File: src/rtl/alu_seq_if.sv
// Execute-stage bus for the sequential ALU: operands and request in, registered result and flags out.
interface alu_seq_if #(
  parameter int WIDTH = 16
);
  logic             start;
  logic [2:0]       Op;
  logic             sign;
  logic [WIDTH-1:0] A;
  logic [WIDTH-1:0] B;
  logic             busy;
  logic             done;
  logic [WIDTH-1:0] Out;
  logic             Ofl;
  logic             zero;
  logic             div0;

  modport master (
    output start, Op, sign, A, B,
    input  busy, done, Out, Ofl, zero, div0
  );

  modport slave (
    input  start, Op, sign, A, B,
    output busy, done, Out, Ofl, zero, div0
  );
endinterface

File: src/rtl/alu_seq.sv
// Registered ALU: single-cycle ADD/SUB/AND/XOR plus iterative shift-add multiply and
// restoring divide, signed or unsigned, behind a start/busy/done handshake.
module alu_seq #(
  parameter int WIDTH = 16
) (
  input  logic       clk,
  input  logic       rst_n,
  alu_seq_if.slave   bus
);
  typedef enum logic [1:0] {IDLE, RUN, FIX} state_t;

  localparam logic [WIDTH-1:0] ONES = '1;
  localparam logic [WIDTH-1:0] LAST = WIDTH[WIDTH-1:0] - 1'b1;

  state_t             state_reg, state_next;
  logic [WIDTH-1:0]   cnt_reg, cnt_next;
  logic [1:0]         kind_reg, kind_next;
  logic               sgn_reg, sgn_next;
  logic               neg_q_reg, neg_q_next;
  logic               neg_r_reg, neg_r_next;
  logic [WIDTH-1:0]   b_mag_reg, b_mag_next;
  logic [2*WIDTH-1:0] acc_reg, acc_next;
  logic [WIDTH-1:0]   rem_reg, rem_next;
  logic [WIDTH-1:0]   out_reg, out_next;
  logic               ofl_reg, ofl_next;
  logic               div0_reg, div0_next;
  logic               done_reg, done_next;

  logic [WIDTH-1:0]   a_mag, b_mag;
  logic [WIDTH:0]     add_sum;
  logic [WIDTH-1:0]   sub_diff;
  logic [WIDTH:0]     mul_sum;
  logic [WIDTH:0]     div_shift;
  logic [WIDTH-1:0]   div_diff;
  logic               div_ge;
  logic [2*WIDTH-1:0] prod;
  logic [WIDTH-1:0]   quo, remr;

  always_comb begin
    a_mag    = (bus.sign && bus.A[WIDTH-1]) ? -bus.A : bus.A;
    b_mag    = (bus.sign && bus.B[WIDTH-1]) ? -bus.B : bus.B;
    add_sum  = {1'b0, bus.A} + {1'b0, bus.B};
    sub_diff = bus.A - bus.B;
    // Multiply: low half of acc holds the multiplier and is shifted out as the product grows in.
    mul_sum  = {1'b0, acc_reg[2*WIDTH-1:WIDTH]} + (acc_reg[0] ? {1'b0, b_mag_reg} : '0);
    // Divide: low half of acc holds dividend bits in, quotient bits out.
    div_shift = {rem_reg, acc_reg[WIDTH-1]};
    div_ge    = div_shift >= {1'b0, b_mag_reg};
    div_diff  = div_shift[WIDTH-1:0] - b_mag_reg;
    prod      = neg_q_reg ? -acc_reg : acc_reg;
    quo       = neg_q_reg ? -acc_reg[WIDTH-1:0] : acc_reg[WIDTH-1:0];
    remr      = neg_r_reg ? -rem_reg : rem_reg;
  end

  always_comb begin
    state_next = state_reg;
    cnt_next   = cnt_reg;
    kind_next  = kind_reg;
    sgn_next   = sgn_reg;
    neg_q_next = neg_q_reg;
    neg_r_next = neg_r_reg;
    b_mag_next = b_mag_reg;
    acc_next   = acc_reg;
    rem_next   = rem_reg;
    out_next   = out_reg;
    ofl_next   = ofl_reg;
    div0_next  = div0_reg;
    done_next  = 1'b0;
    case (state_reg)
      IDLE: begin
        if (bus.start) begin
          if (!bus.Op[2]) begin
            done_next = 1'b1;
            div0_next = 1'b0;
            ofl_next  = 1'b0;
            case (bus.Op[1:0])
              2'b00: begin
                out_next = add_sum[WIDTH-1:0];
                ofl_next = bus.sign ? ((bus.A[WIDTH-1] == bus.B[WIDTH-1]) &&
                                       (add_sum[WIDTH-1] != bus.A[WIDTH-1]))
                                    : add_sum[WIDTH];
              end
              2'b01: begin
                out_next = sub_diff;
                ofl_next = bus.sign ? ((bus.A[WIDTH-1] != bus.B[WIDTH-1]) &&
                                       (sub_diff[WIDTH-1] != bus.A[WIDTH-1]))
                                    : (bus.A < bus.B);
              end
              2'b10:   out_next = bus.A & bus.B;
              default: out_next = bus.A ^ bus.B;
            endcase
          end else if (bus.Op[1] && (bus.B == '0)) begin
            done_next = 1'b1;
            div0_next = 1'b1;
            ofl_next  = 1'b0;
            out_next  = bus.Op[0] ? bus.A : ONES;
          end else begin
            kind_next  = bus.Op[1:0];
            sgn_next   = bus.sign;
            neg_q_next = bus.sign & (bus.A[WIDTH-1] ^ bus.B[WIDTH-1]);
            neg_r_next = bus.sign & bus.A[WIDTH-1];
            b_mag_next = b_mag;
            acc_next   = {{WIDTH{1'b0}}, a_mag};
            rem_next   = '0;
            cnt_next   = '0;
            state_next = RUN;
          end
        end
      end
      RUN: begin
        if (kind_reg[1]) begin
          rem_next = div_ge ? div_diff : div_shift[WIDTH-1:0];
          acc_next = {acc_reg[2*WIDTH-1:WIDTH], acc_reg[WIDTH-2:0], div_ge};
        end else begin
          acc_next = {mul_sum, acc_reg[WIDTH-1:1]};
        end
        cnt_next = cnt_reg + 1'b1;
        if (cnt_reg == LAST) state_next = FIX;
      end
      FIX: begin
        done_next  = 1'b1;
        div0_next  = 1'b0;
        state_next = IDLE;
        case (kind_reg)
          2'b00: begin
            out_next = prod[WIDTH-1:0];
            ofl_next = sgn_reg ? (prod[2*WIDTH-1:WIDTH] != {WIDTH{prod[WIDTH-1]}})
                               : (prod[2*WIDTH-1:WIDTH] != '0);
          end
          2'b01: begin
            out_next = prod[2*WIDTH-1:WIDTH];
            ofl_next = 1'b0;
          end
          2'b10: begin
            out_next = quo;
            // Only most-negative / -1 yields a positive quotient with its MSB set.
            ofl_next = sgn_reg && !neg_q_reg && acc_reg[WIDTH-1];
          end
          default: begin
            out_next = remr;
            ofl_next = 1'b0;
          end
        endcase
      end
      default: state_next = IDLE;
    endcase
  end

  always_ff @(posedge clk or negedge rst_n) begin
    if (!rst_n) begin
      state_reg <= IDLE;
      cnt_reg   <= '0;
      kind_reg  <= '0;
      sgn_reg   <= 1'b0;
      neg_q_reg <= 1'b0;
      neg_r_reg <= 1'b0;
      b_mag_reg <= '0;
      acc_reg   <= '0;
      rem_reg   <= '0;
      out_reg   <= '0;
      ofl_reg   <= 1'b0;
      div0_reg  <= 1'b0;
      done_reg  <= 1'b0;
    end else begin
      state_reg <= state_next;
      cnt_reg   <= cnt_next;
      kind_reg  <= kind_next;
      sgn_reg   <= sgn_next;
      neg_q_reg <= neg_q_next;
      neg_r_reg <= neg_r_next;
      b_mag_reg <= b_mag_next;
      acc_reg   <= acc_next;
      rem_reg   <= rem_next;
      out_reg   <= out_next;
      ofl_reg   <= ofl_next;
      div0_reg  <= div0_next;
      done_reg  <= done_next;
    end
  end

  assign bus.busy = (state_reg != IDLE);
  assign bus.done = done_reg;
  assign bus.Out  = out_reg;
  assign bus.Ofl  = ofl_reg;
  assign bus.div0 = div0_reg;
  assign bus.zero = ~|out_reg;
endmodule

File: src/flat_wrapper.sv
// flat-port wrapper written by rule: the top's interface ports become plain ports
module alu_seq_flat 
#(
  parameter int WIDTH = 16
)
  (clk, rst_n, bus_start, bus_Op, bus_sign, bus_A, bus_B, bus_busy, bus_done, bus_Out, bus_Ofl, bus_zero, bus_div0);
  alu_seq_if #(.WIDTH(WIDTH)) bus_i ();
  input  logic clk;
  input  logic rst_n;
  input wire logic [$bits(bus_i.start)-1:0] bus_start;
  input wire logic [$bits(bus_i.Op)-1:0] bus_Op;
  input wire logic [$bits(bus_i.sign)-1:0] bus_sign;
  input wire logic [$bits(bus_i.A)-1:0] bus_A;
  input wire logic [$bits(bus_i.B)-1:0] bus_B;
  output wire logic [$bits(bus_i.busy)-1:0] bus_busy;
  output wire logic [$bits(bus_i.done)-1:0] bus_done;
  output wire logic [$bits(bus_i.Out)-1:0] bus_Out;
  output wire logic [$bits(bus_i.Ofl)-1:0] bus_Ofl;
  output wire logic [$bits(bus_i.zero)-1:0] bus_zero;
  output wire logic [$bits(bus_i.div0)-1:0] bus_div0;
  assign bus_i.start = bus_start;
  assign bus_i.Op = bus_Op;
  assign bus_i.sign = bus_sign;
  assign bus_i.A = bus_A;
  assign bus_i.B = bus_B;
  assign bus_busy = bus_i.busy;
  assign bus_done = bus_i.done;
  assign bus_Out = bus_i.Out;
  assign bus_Ofl = bus_i.Ofl;
  assign bus_zero = bus_i.zero;
  assign bus_div0 = bus_i.div0;
  alu_seq #(.WIDTH(WIDTH)) u_core (.clk(clk), .rst_n(rst_n), .bus(bus_i));
endmodule
File: config.mk
export PLATFORM = sky130hd
export DESIGN_NAME = alu_seq_flat
export DESIGN_NICKNAME = d
export VERILOG_FILES = /design/src/rtl/alu_seq_if.sv /design/src/rtl/alu_seq.sv /design/src/flat_wrapper.sv
export SDC_FILE = /design/constraint.sdc
export NUM_CORES = 1
export LEC_CHECK = 0
export BUFFER_PORTS_ARGS = -buffer_cell sky130_fd_sc_hd__clkbuf_2
export CAP_MARGIN = 20
export CORE_MARGIN = 2
export CORE_UTILIZATION = 68
export DETAILED_ROUTE_END_ITERATION = 6
export MAX_ROUTING_LAYER = met4
export PLACE_DENSITY = 0.95
export SLEW_MARGIN = 5
export SYNTH_ARGS = -nofsm -noshare
export SYNTH_HDL_FRONTEND = slang
export SYNTH_SLANG_ARGS = --single-unit
File: constraint.sdc
create_clock -name clk -period 6.2 [get_ports clk]
set_input_delay 0.93 -clock clk [delete_from_list [all_inputs] [get_ports clk]]
set_output_delay 0.93 -clock clk [all_outputs]
set_load 0.05 [all_outputs]
; ---- Yosys cells after proc, flatten, opt, wreduce, memory -nomap -nowiden
; Cells that the tools add are included.
[totals]
register_bits = 106
in_bits = 39
output_inout_bits = 21
elab_cells = 122
[classes]
addsub = 10
magnitude_cmp = 2
n_eq_ne = 19
mux = 47
bitwise = 6
n_reduce_logical = 24
[ops]
columns = op, count
row1 = 2-to-1 mux 16 bit, 14
row2 = 2-to-1 mux 32 bit, 5
row3 = case mux 16 bit (2 select lines), 3
row4 = case mux 16 bit (3 select lines), 2
row5 = negator 16 bit, 4
row6 = case mux 32 bit (2 select lines), 1
row7 = negator 32 bit, 1
row8 = subtractor 16 bit, 2
row9 = adder 16 x 16 -> 17 bit, 1
row10 = adder 16 x 17 -> 17 bit, 1
row11 = greater-or-equal comparator 17 x 16 -> 1 bit, 1
row12 = adder 16 x 1 -> 16 bit (second input constant), 1
row13 = bitwise AND 16 bit, 1
row14 = equality test 16 x 4 -> 1 bit (second input constant), 1
row15 = zero test 16 bit, 1
row16 = < comparator 16 bit, 1
row17 = inequality test 16 bit, 1
row18 = nonzero test 16 bit, 1
row19 = OR reduction 16 bit, 1
row20 = bitwise XOR 16 bit, 1
row21 = 2-to-1 mux 1 bit, 12
row22 = AND reduction 4 bit, 3
row23 = case mux 1 bit (2 select lines), 5
row24 = AND reduction 5 bit, 2
row25 = 17 further kinds, 42

; ---- Longest topological paths before layout
[logic_depth]
depth_word = 8
mapped_depth = 14
mapped_depth_nobuf = 13

; ---- Worst setup path before layout
; OpenSTA, ideal clock, no wires.
[synth_timing]
path_type = input-to-reg
startpoint = in bus_B[2]
endpoint = reg u_core.ofl_reg (netlist: u_core.bus.Ofl)
setup_time_ns = 0.131
arrival_time_ns = 3.312
required_ns = 6.069
setup_slack_ns = 2.756
cell_stages = 12
path_buffers = 1
cell_sequence = inv_1 -> ha_1 -> clkbuf_1 -> nand2b_1 -> a221oi_1 -> o211ai_1 -> a31oi_1 -> a221oi_1 -> nor3_1 -> a2111oi_0 -> a211oi_1 -> or3_1
[synth_between]
elab_chain_cells = 8
elab_cells_between_ends = 17
cone_classes = 2 x add/sub / 1 x order compare / 3 x eq/ne / 6 x mux / 5 x reduce/logical
[synth_lines]
columns = item, line_no
row1 = start: declaration, flat_wrapper.sv:14  ; input wire logic [$bits(bus_i.B)-1:0] bus_B;
row2 = subtractor 16 bit or adder 16 x 16 -> 17 bit (tied branches), "alu_seq.sv:43, alu_seq.sv:42"
row3 = inequality test 1 bit (on tied branches), "alu_seq.sv:86, alu_seq.sv:80"
row4 = logical AND 1 bit (on tied branches), "alu_seq.sv:85, alu_seq.sv:79"
row5 = 2-to-1 mux 1 bit (on tied branches), "alu_seq.sv:85, alu_seq.sv:79"
row6 = case mux 1 bit (2 select lines), alu_seq.sv:76  ; case (bus.Op[1:0])
row7 = 2-to-1 mux 1 bit, alu_seq.sv:72  ; if (!bus.Op[2]) begin
row8 = 2-to-1 mux 1 bit, alu_seq.sv:71  ; if (bus.start) begin
row9 = case mux 1 bit (2 select lines), alu_seq.sv:69  ; case (state_reg)
row10 = end signal: assignment, alu_seq.sv:175  ; ofl_reg <= ofl_next;
row11 = end: declaration, alu_seq.sv:25  ; logic ofl_reg, ofl_next;
; Parallel ways exist; a longest one is shown, timed or not. The select of a mux whose other input is x is not followed.
; A chain may end at the register's enable or synchronous reset.

; ---- Worst setup path after layout
[layout_timing]
startpoint = reg u_core.acc_reg[0]
endpoint = reg u_core.ofl_reg (netlist: u_core.bus.Ofl)
[layout_between]
elab_chain_cells = 6
elab_cells_between_ends = 7
cone_classes = 1 x add/sub / 1 x eq/ne / 4 x mux / 1 x reduce/logical
[layout_lines]
columns = item, line_no
row1 = start: declaration, alu_seq.sv:22  ; logic [2*WIDTH-1:0] acc_reg, acc_next;
row2 = start signal: assignment, alu_seq.sv:172  ; acc_reg <= acc_next;
row3 = negator 32 bit *, alu_seq.sv:50  ; prod = neg_q_reg ? -acc_reg : acc_reg;
row4 = 2-to-1 mux 32 bit *, alu_seq.sv:50
row5 = inequality test 16 bit or nonzero test 16 bit (tied branches), "alu_seq.sv:127, alu_seq.sv:128"
row6 = 2-to-1 mux 1 bit *, alu_seq.sv:127  ; ofl_next = sgn_reg ? (prod[2*WIDTH-1:WIDTH] != {WIDTH{prod[WIDTH-1]}})
row7 = case mux 1 bit (2 select lines) *, alu_seq.sv:124  ; case (kind_reg)
row8 = case mux 1 bit (2 select lines) *, alu_seq.sv:69
; Every way passes the cells marked *; elsewhere a longest branch is shown, timed or not.

==> run summary <==
worst-path maximum fanout - 16
CTS hold repair buffers - 0
initial drt markers - 1416
core area - 0.01594 sq mm
DRC Markers - 0
slowest CP cell - nand4_1
Tot GR Track Use - 42.32%
Vias - 11570
clock sinks - 106
EDFF count, synth - 0
Final Core Density - 73.58%
Setup TNS Final - 0 ns
pin count of the biggest net entering global routing - 59
Placed Area - 0.01138 sq mm
Worst path top cell family by delay - simple AND/OR/NAND/NOR gates
Finished Layout Cells - 1662
period utilization - 64.18%
minimum clock period - 3.979 ns
Final GP Congestion - 0.9773
clock tree buffer depth - 2
Inst Count DP - 1644
CTS resizes - 0
Setup crit end kind - flip-flop
initial antenna violation count - 0
initial core utilization - 69.73%
worst-skew pair later-pin latency - 0.37 ns
CTS Buf Count - 9
Initial DRT Pass Iterations - 7
Worst Path Arrival - 4.23 ns
row count - 46
layout cells sized above 1 - 8.230%
Finish-stage setup viols - 0
PortBufs - 59
Primary FF master, synth - dfrtp_1
reg-to-reg setup timing slack - 2.22 ns
Area growth syn-to-layout - 5.515%
status - completed
Root Buffer - clkbuf_16
Max Fclk - 251.3 MHz
clk_skew - 0.008045 ns
count of pins over their slew limit - 0
Final Hold Viols - 0
Vias/cell - 6.960
nets - 1553
max-cap viol count - 0
CP cell instances - inv_1 -> ha_1 -> nor3b_1 -> nand4_1 -> o31ai_1 -> xor2_1 -> o211ai_1 -> nor4_1 -> o211a_1 -> o21ai_1 -> or3_1
#FFs+latches synth - 106
Netlist Area Pre-Place - 0.01112 sq mm
I/O pin cnt - 60
RSZ-0062 raised after global routing - false
commonest cells after routing, fill and taps aside - nand2_1, o21ai_0, nor2_1
Fillers - 1205
post-CTS setup buffer count - 0
# diodes - 0
CP peak stage delay - 0.53 ns
Final Cell Area - 0.01173 sq mm
vias in the first global route - 10930
hpwl dp - 26.38 mm
Die X-Extent - 131.9 um
Crit path required time - 6.45 ns
ys async rst share - 100.0%
Syn Nets - 1568
syn avg cell area - 7.635 sq um
Post-Route WL - 35.98 mm
Buf/Inv on CP - 1
WL per Instance - 21.65 um
PnR worst setup slack - 2.221 ns
post-synthesis cell count - 1456
first-pass GRT wire length - 57.64 mm
hold slack - 0.4833 ns
YS warnings - 0
grt ovf - 0
worst vdd ir - 0.0002487 V
Tightest Hold Check Type - flip-flop to flip-flop
startpoint types - flip-flop
Pwr Total - 5.801 mW
Final ANT Viol Nets - 0
synth unique cells - 76
clk slew on worst S/H paths - 0.09 ns
Die Y - 131.9 um
max reg flops - 32
CTS HTree Levels - 3
most common cell after layout, fill and taps aside - nand2_1
CP Class - flip-flop to flip-flop
pre-CTS setup slack - 2.068 ns
Static Leakage - 5.123 nW
normalized max-slew margin - 30.38%
power per cell area - 494.6 mW/mm^2
Die Area - 0.01739 sq mm
share of the yosys chip area belonging to registers - 23.86%
Worst Max-Slew Pin Slew - 1.038 ns
TritonCTS clock tree - built
-- metal layers --
metal	routed length, um	part of all wire (%)	vias up	GRT usage [%]
met5	0	0	-	-
met4	1825	5.1	0	20.11
met3	4208	12	147	7.843
met2	16210	45	803	64.09
met1	13730	38	5373	54.84
li1	-	-	5244	-
-- cells in the mapped netlist (4+ instances only) --
library cell  count  area [sq um]
nor2b_1          10         62.56
o2111ai_1         5         43.79
and2_1           11         68.82
or3_1            18         112.6
or2_2             5         31.28
o41ai_1          16         140.1
or4_1             8         60.06
and4_1            4         35.03
mux2_2            7         78.83
o221ai_1         10         87.58
buf_1             7         26.28
nor4_1           21         131.4
nand4_1          19         118.9
nand2_1         145         544.3
a31oi_1          18         112.6
a2bb2oi_1         4         35.03
o31ai_1          25         187.7
o21ai_0         138         690.7
o21bai_1          9         67.56
a21o_1           17         127.6
xor2_1           44         385.4
o21a_1            7         52.55
o211ai_1         21         157.7
a211oi_1         12         90.09
dfrtp_1         106          2653
inv_1            85         319.1
nand3_1          50         250.2
a21oi_1          82         410.4
nor3_1           32         160.2
mux2i_1          39         390.4
xnor2_1          76         665.6
ha_1             69         863.3
nor3b_1           5         37.54
a221oi_1          8         70.07
a22o_1           17         148.9
clkbuf_1         83         311.6
fa_1              4         80.08
o311ai_0          5         43.79
nand2b_1         16         100.1
nor2_1          121         454.2
a41oi_1           5         43.79
a311oi_1          4         35.03
and3_1            6         37.54
o22a_1            4         35.03
-- worst paths after layout --
check	from	to	cells after the start
hold / removal	u_core.bus.div0	u_core.bus.div0	2
hold reg to reg	u_core.bus.div0	u_core.bus.div0	2
setup / recovery	u_core.acc_reg[0]	u_core.bus.Ofl	11
max in group asynchronous	rst_n	u_core.kind_reg[1]	2
min in group asynchronous	rst_n	u_core.cnt_reg[10]	1
setup reg to reg	u_core.acc_reg[0]	u_core.bus.Ofl	11
-- power breakdown --
part           internal, mW  switching [mW]
clock                 0.293           0.326
sequential            0.974           0.513
combinational          1.38            2.31
-- logic make-up after synthesis --
logic type                 Yosys count  share of synthesized area, %
muxes                               46                         4.221
and+or+nand+nor                    485                         21.24
adders and majority gates           73                         8.486
xor gates and xnor gates           120                         9.454
DFF                                106                         23.86
AOI/OAI and AO/OA                  442                         26.33
buffers and inverters              184                         6.415
-- worst min-delay path, cell delays in order (launching register included) --
cell and delay [ns]:
dfrtp_1 0.35, nand2_1 0.05, o31ai_1 0.05
-- area by class of cell --
type	instances	area, sq um	share of cell area, %
clock buffer	9	225.2	1.920
tap	216	270.3	2.304
timing repair buffer	71	407.9	3.477
sequential	106	2654	22.62
multi-input combinational	1166	7760	66.15
clock inverter	7	86.33	0.7360
inverter	87	326.6	2.784
Power figures use the tool's default switching activity.
